<file path="config.mk">
export PLATFORM = sky130hd
export DESIGN_NAME = mul_arbiter_flat
export DESIGN_NICKNAME = d
export VERILOG_FILES = /design/src/rtl/mul_arbiter_if.sv /design/src/rtl/mul_arbiter.sv /design/src/flat_wrapper.sv
export SDC_FILE = /design/constraint.sdc
export NUM_CORES = 2
export LEC_CHECK = 0
export CAP_MARGIN = 10
export CORE_MARGIN = 2
export CORE_UTILIZATION = 50
export CTS_CLUSTER_DIAMETER = 40
export DETAILED_ROUTE_END_ITERATION = 8
export PLACE_DENSITY = 0.69
export REMOVE_ABC_BUFFERS = 1
export SLEW_MARGIN = 40
export SYNTH_ARGS = -nofsm -noshare
export SYNTH_HDL_FRONTEND = slang
export SYNTH_SLANG_ARGS = --single-unit
</file>
<file path="constraint.sdc">
create_clock -name clk -period 11 [get_ports clk]
set_input_delay 1.65 -clock clk [delete_from_list [all_inputs] [get_ports clk]]
set_output_delay 1.65 -clock clk [all_outputs]
set_load 0.01 [all_outputs]
</file>
<file path="src/rtl/mul_arbiter_if.sv">
// rtl/mul_arbiter_if.sv - requester and response bus bundle for mul_arbiter
interface mul_arbiter_if #(
  parameter int N    = 24,
  parameter int REQS = 2
);
  localparam int IDW = $clog2(REQS);

  logic [REQS-1:0]   req_valid;
  logic [REQS-1:0]   req_ready;
  logic [REQS*N-1:0] req_a;
  logic [REQS*N-1:0] req_b;
  logic              resp_valid;
  logic              resp_ready;
  logic [IDW-1:0]    resp_id;
  logic [N-1:0]      resp_result;
  logic              resp_z;
  logic              resp_n;
  logic              resp_c;
  logic              resp_v;

  modport master (
    output req_valid, req_a, req_b, resp_ready,
    input  req_ready, resp_valid, resp_id, resp_result,
    input  resp_z, resp_n, resp_c, resp_v
  );

  modport slave (
    input  req_valid, req_a, req_b, resp_ready,
    output req_ready, resp_valid, resp_id, resp_result,
    output resp_z, resp_n, resp_c, resp_v
  );
endinterface

</file>
<file path="src/rtl/mul_arbiter.sv">
// rtl/mul_arbiter.sv - round-robin shared multiplier with tagged LAT-stage pipeline
module mul_arbiter #(
  parameter int N    = 24,
  parameter int REQS = 2,
  parameter int LAT  = 2
) (
  input  logic           clk,
  input  logic           rst,
  mul_arbiter_if.slave   bus,
  output logic           idle
);
  localparam int IDW = $clog2(REQS);

  logic            advance;
  logic            hs;
  logic            gnt_any;
  logic [IDW-1:0]  gnt_idx;
  logic [REQS-1:0] grant;
  logic [IDW-1:0]  ptr;

  logic            s1_valid;
  logic [N-1:0]    s1_a;
  logic [N-1:0]    s1_b;
  logic [IDW-1:0]  s1_id;

  logic [2*N-1:0]  prod;
  logic [N-1:0]    m_result;
  logic [3:0]      m_flags;

  logic            st_valid  [2:LAT];
  logic [N-1:0]    st_result [2:LAT];
  logic [3:0]      st_flags  [2:LAT];
  logic [IDW-1:0]  st_id     [2:LAT];

  assign advance = !st_valid[LAT] | bus.resp_ready;

  // Descending scan so the last hit is the closest requester at or after ptr.
  always_comb begin
    gnt_any = 1'b0;
    gnt_idx = '0;
    grant   = '0;
    for (int i = REQS - 1; i >= 0; i--) begin
      if (bus.req_valid[(int'(ptr) + i) % REQS]) begin
        gnt_any = 1'b1;
        gnt_idx = IDW'((int'(ptr) + i) % REQS);
      end
    end
    if (gnt_any) grant[gnt_idx] = 1'b1;
  end

  assign bus.req_ready = rst ? (grant & {REQS{advance}}) : '0;
  assign hs            = rst & advance & gnt_any;

  assign prod     = {{N{1'b0}}, s1_a} * {{N{1'b0}}, s1_b};
  assign m_result = prod[N-1:0];
  // Flags packed as {z, n, c, v}; the top product bit is deliberately left out of carry.
  assign m_flags  = {(m_result == '0),
                     prod[N-1],
                     |prod[2*N-2:N],
                     (s1_a[N-1] ~^ s1_b[N-1]) & prod[N-1]};

  always_ff @(posedge clk or negedge rst) begin
    if (!rst) begin
      ptr      <= '0;
      s1_valid <= 1'b0;
      s1_a     <= '0;
      s1_b     <= '0;
      s1_id    <= '0;
      for (int k = 2; k <= LAT; k++) begin
        st_valid[k]  <= 1'b0;
        st_result[k] <= '0;
        st_flags[k]  <= '0;
        st_id[k]     <= '0;
      end
    end else if (advance) begin
      s1_valid <= hs;
      if (hs) begin
        s1_a  <= bus.req_a[gnt_idx*N +: N];
        s1_b  <= bus.req_b[gnt_idx*N +: N];
        s1_id <= gnt_idx;
        ptr   <= (gnt_idx == IDW'(REQS - 1)) ? '0 : gnt_idx + 1'b1;
      end
      st_valid[2]  <= s1_valid;
      st_result[2] <= m_result;
      st_flags[2]  <= m_flags;
      st_id[2]     <= s1_id;
      for (int k = 3; k <= LAT; k++) begin
        st_valid[k]  <= st_valid[k-1];
        st_result[k] <= st_result[k-1];
        st_flags[k]  <= st_flags[k-1];
        st_id[k]     <= st_id[k-1];
      end
    end
  end

  always_comb begin
    idle = !s1_valid;
    for (int k = 2; k <= LAT; k++) begin
      if (st_valid[k]) idle = 1'b0;
    end
  end

  assign bus.resp_valid  = st_valid[LAT];
  assign bus.resp_id     = st_id[LAT];
  assign bus.resp_result = st_result[LAT];
  assign bus.resp_z      = st_flags[LAT][3];
  assign bus.resp_n      = st_flags[LAT][2];
  assign bus.resp_c      = st_flags[LAT][1];
  assign bus.resp_v      = st_flags[LAT][0];
endmodule

</file>
<file path="src/flat_wrapper.sv">
// flat-port wrapper written by rule: the top's interface ports become plain ports
module mul_arbiter_flat 
#(
  parameter int N    = 24,
  parameter int REQS = 2,
  parameter int LAT  = 2
)
  (clk, rst, idle, bus_req_valid, bus_req_a, bus_req_b, bus_resp_ready, bus_req_ready, bus_resp_valid, bus_resp_id, bus_resp_result, bus_resp_z, bus_resp_n, bus_resp_c, bus_resp_v);
  mul_arbiter_if #(.N(N), .REQS(REQS)) bus_i ();
  input  logic clk;
  input  logic rst;
  output logic idle;
  input wire logic [$bits(bus_i.req_valid)-1:0] bus_req_valid;
  input wire logic [$bits(bus_i.req_a)-1:0] bus_req_a;
  input wire logic [$bits(bus_i.req_b)-1:0] bus_req_b;
  input wire logic [$bits(bus_i.resp_ready)-1:0] bus_resp_ready;
  output wire logic [$bits(bus_i.req_ready)-1:0] bus_req_ready;
  output wire logic [$bits(bus_i.resp_valid)-1:0] bus_resp_valid;
  output wire logic [$bits(bus_i.resp_id)-1:0] bus_resp_id;
  output wire logic [$bits(bus_i.resp_result)-1:0] bus_resp_result;
  output wire logic [$bits(bus_i.resp_z)-1:0] bus_resp_z;
  output wire logic [$bits(bus_i.resp_n)-1:0] bus_resp_n;
  output wire logic [$bits(bus_i.resp_c)-1:0] bus_resp_c;
  output wire logic [$bits(bus_i.resp_v)-1:0] bus_resp_v;
  assign bus_i.req_valid = bus_req_valid;
  assign bus_i.req_a = bus_req_a;
  assign bus_i.req_b = bus_req_b;
  assign bus_i.resp_ready = bus_resp_ready;
  assign bus_req_ready = bus_i.req_ready;
  assign bus_resp_valid = bus_i.resp_valid;
  assign bus_resp_id = bus_i.resp_id;
  assign bus_resp_result = bus_i.resp_result;
  assign bus_resp_z = bus_i.resp_z;
  assign bus_resp_n = bus_i.resp_n;
  assign bus_resp_c = bus_i.resp_c;
  assign bus_resp_v = bus_i.resp_v;
  mul_arbiter #(.N(N), .REQS(REQS), .LAT(LAT)) u_core (.clk(clk), .rst(rst), .bus(bus_i), .idle(idle));
endmodule
</file>
==> reports/results.txt <==
status = finished, final reports clean
Die W = 217 um
crit share post-route = 74.1%
grt total ovfl = 0
Slew Viols, Final = 0
crit-path most repeated cell = fa_1
crit path max-delay cell type = dfrtp_2
fin nets = 3290
Avg Cell Area, Syn = 8.99 um^2
commonest cells after routing, fill and taps aside = fa_1 (481), inv_1 (479), and2_1 (378), nand2_1 (342), ha_1 (170)
Hold Fails Final Rpt = 0
height of the die = 217 um
Port Buf Inserts = 133
Layout Cells excl Fill = 3144
busiest grt layer = met2
post-synthesis sequential area ratio = 8.83%
Max Fanout on Critical Path = 25
CP delay by family, top = adder cells
hold_buf cts = 0
critical path launch point = u_core.s1_a[15]
element type at the critical path end = register
CTS tree = done
post-cts sizing count = 0
detailed-route via count = 17400
Critical Path Start Type = register
Num CTS Buffers = 9
Post-synth EDFFs = 0
initial drt markers = 1118
worst hold path type = register to register
relative slew slack = 50.1%
Hold Startpoint = u_core.bus.resp_result[9]
TNS Setup = 0 ns
fraction of layout cells with a size suffix above 1 = 3.46%
RD Place Congestion = 0.978
Routed wire per std cell = 19.9 um
Post-Route WL = 62500 um
GRT Util Overall = 28.1%
first-pass GRT wire length = 103000 um
Post-synth top flop = dfrtp_1
Async SR Flop Fraction = 100%
count of final setup violators = 0
RSZ-0062 raised after global routing = no
hpwl dp = 49900 um
worst path cell trace = and2_1 > fa_1 > fa_1 > inv_1 > fa_1 > inv_1 > fa_1 > inv_1 > fa_1 > inv_1 > fa_1 > inv_1 > fa_1 > inv_1 > ha_1 > a21oi_1 > o22ai_1 > o21a_1 > a2111oi_0 > o21ai_0 > xnor2_1 > nand4_1 > or4_1 > o21ai_1
dpl cells = 3126
met1 GRT Util = 40.7%
area grow syn2layout = 9.17%
CTS H-tree lvls = 3
commonest non-fill, non-tap cell in the layout = fa_1
setup ws final = 2.85 ns
Max-Cap Viols = 0
post-synthesis cell area = 0.0227 mm^2
Initial Util = 50.3%
post-synthesis register bit count = 80
vias in the first global route = 18800
Largest stage delay, worst path = 0.79 ns
area of the core = 0.0451 mm^2
Least-Margin Pin Slew = 0.740 ns
vias per cell = 5.52
area leader, netlist = fa_1
clk_skew = 0.00685 ns
Worst Setup Path Type = register to register
largest net degree at the start of global routing = 60
TritonCTS Sinks = 80
Req. time, crit path = 11.30 ns
met3 Track Usage GR = 4.64%
Reg clk slew, reported paths = 0.07 ns
pre-CTS setup slack = 2.82 ns
Setup Buffers After CTS = 0
synthesis warning total = 0
root buf cell = clkbuf_16
Buffers & Inverters on Critical Path = 6
Netlist cell types = 72
std cell rows = 78
# fillers = 4113
CTS Buffer Depth = 2
Worst EP arrival = 8.45 ns
Post-Syn Instances = 2520
top-area cell type share of the netlist area = 42.5%
Die Area = 0.0470 mm^2
synth top area cells = fa_1 (42%), and2_1 (10%), ha_1 (9.4%), dfrtp_1 (8.8%), inv_1 (7.9%)
reg2reg start = u_core.s1_a[15]
initial antenna violation count = 2
grt met2 use = 44.8%
Residual DRC = 0
Fmax = 0.123 GHz
drt first pass iters = 5
I/O pins = 134
Final min period = 8.15 ns
clk_lat worst skew = 0.37 ns
Post-DRT Antenna Nets = 0
[cells by family (layout without fill, tap and decap cells)]
logic type      after synthesis  count (layout)  synth area share (%)
simple gates                841             841                  18.9
fa+ha+maj                   651             651                  51.9
buf+inv                     628             651                  10.6
compound gates              269             269                  7.73
flops                        80              80                  8.83
xor+xnor                     37              37                  1.43
mux                          14              14                 0.635
other cells                   0               1                     0
[state kept, by name (all words and copies together) (netlist names)]
name,cells
u_core.ptr,1
u_core.bus.resp_result,23
u_core.st_flags,4
u_core.s1_valid,1
u_core.bus.resp_id,1
u_core.bus.resp_valid,1
u_core.s1_b,24
u_core.s1_a,24
u_core.s1_id,1
[through the flow]
step	instance area (um^2)	utilization, %	hold WS (ns)
floorplan	22100	-	0.447
global placement	24300	54.0	0.453
detailed placement	24400	54.0	0.461
CTS	24700	54.8	0.476
global route	24700	54.9	0.506
finish	24700	54.9	0.476
[per-layer routing]
metal	wire length, um	up-vias	share of wire (%)
met2	29100	664	47
met1	27200	8948	44
met3	5130	70	8.2
met4	1100	2	1.8
li1	-	7680	-
met5	13	-	0.021
[worst reg2reg max path: stages, from the launching register on]
cell and delay (ns):
dfrtp_2 0.79, and2_1 0.25, fa_1 0.45, fa_1 0.54, inv_1 0.05, fa_1 0.52
inv_1 0.05, fa_1 0.49, inv_1 0.05, fa_1 0.56, inv_1 0.06, fa_1 0.53
inv_1 0.07, fa_1 0.49, inv_1 0.05, ha_1 0.37, a21oi_1 0.17, o22ai_1 0.11
o21a_1 0.20, a2111oi_0 0.57, o21ai_0 0.33, xnor2_1 0.56, nand4_1 0.21, or4_1 0.44
o21ai_1 0.13
[layout make-up]
cell class                 count  area [um^2]  area share, %
multi-input combinational   1812        18300           73.9
sequential                    80         2040           8.25
inverter                     480         1800           7.28
timing repair buffer         155         1500           6.05
tap                          600          751           3.03
clock buffer                   9          225          0.910
clock inverter                 7          133          0.536
antenna                        1         2.50         0.0101
[final timing paths]
| path | end | slack (ns) | cells past startpoint |
|---|---|---|---|
| max in group asynchronous | u_core.s1_b[14] | 8.66 | 2 |
| min in group asynchronous | u_core.s1_id | 1.25 | 1 |
| worst min register to register | u_core.bus.resp_result[9] | 0.48 | 2 |
| worst max register to register | u_core.st_flags[3] | 2.85 | 24 |
| worst max-delay path | u_core.st_flags[3] | 2.85 | 24 |
| worst min-delay path | u_core.bus.resp_result[9] | 0.48 | 2 |
[synth_stat cells, drive strengths merged, types with 3 or more instances]
cell       n
fa       481
inv      480
and2     378
nand2    342
ha       170
clkbuf   129
o21ai     84
dfrtp     80
a21oi     56
nor2      47
a22oi     40
xnor2     29
nand4     23
buf       19
a21o      13
mux2i     11
nand3     10
o21a      10
a31oi      9
xor2       8
a211oi     7
nand2b     7
nor3       7
o211ai     7
nor4       6
and3       5
o21bai     5
o31ai      5
or3        5
a2111oi    4
a21boi     3
mux2       3
nor2b      3
o2bb2ai    3
or4        3
Power is left out: the tool's default activity adds up to more than one toggle a clock period on the data nets, which glitch-free logic cannot reach.
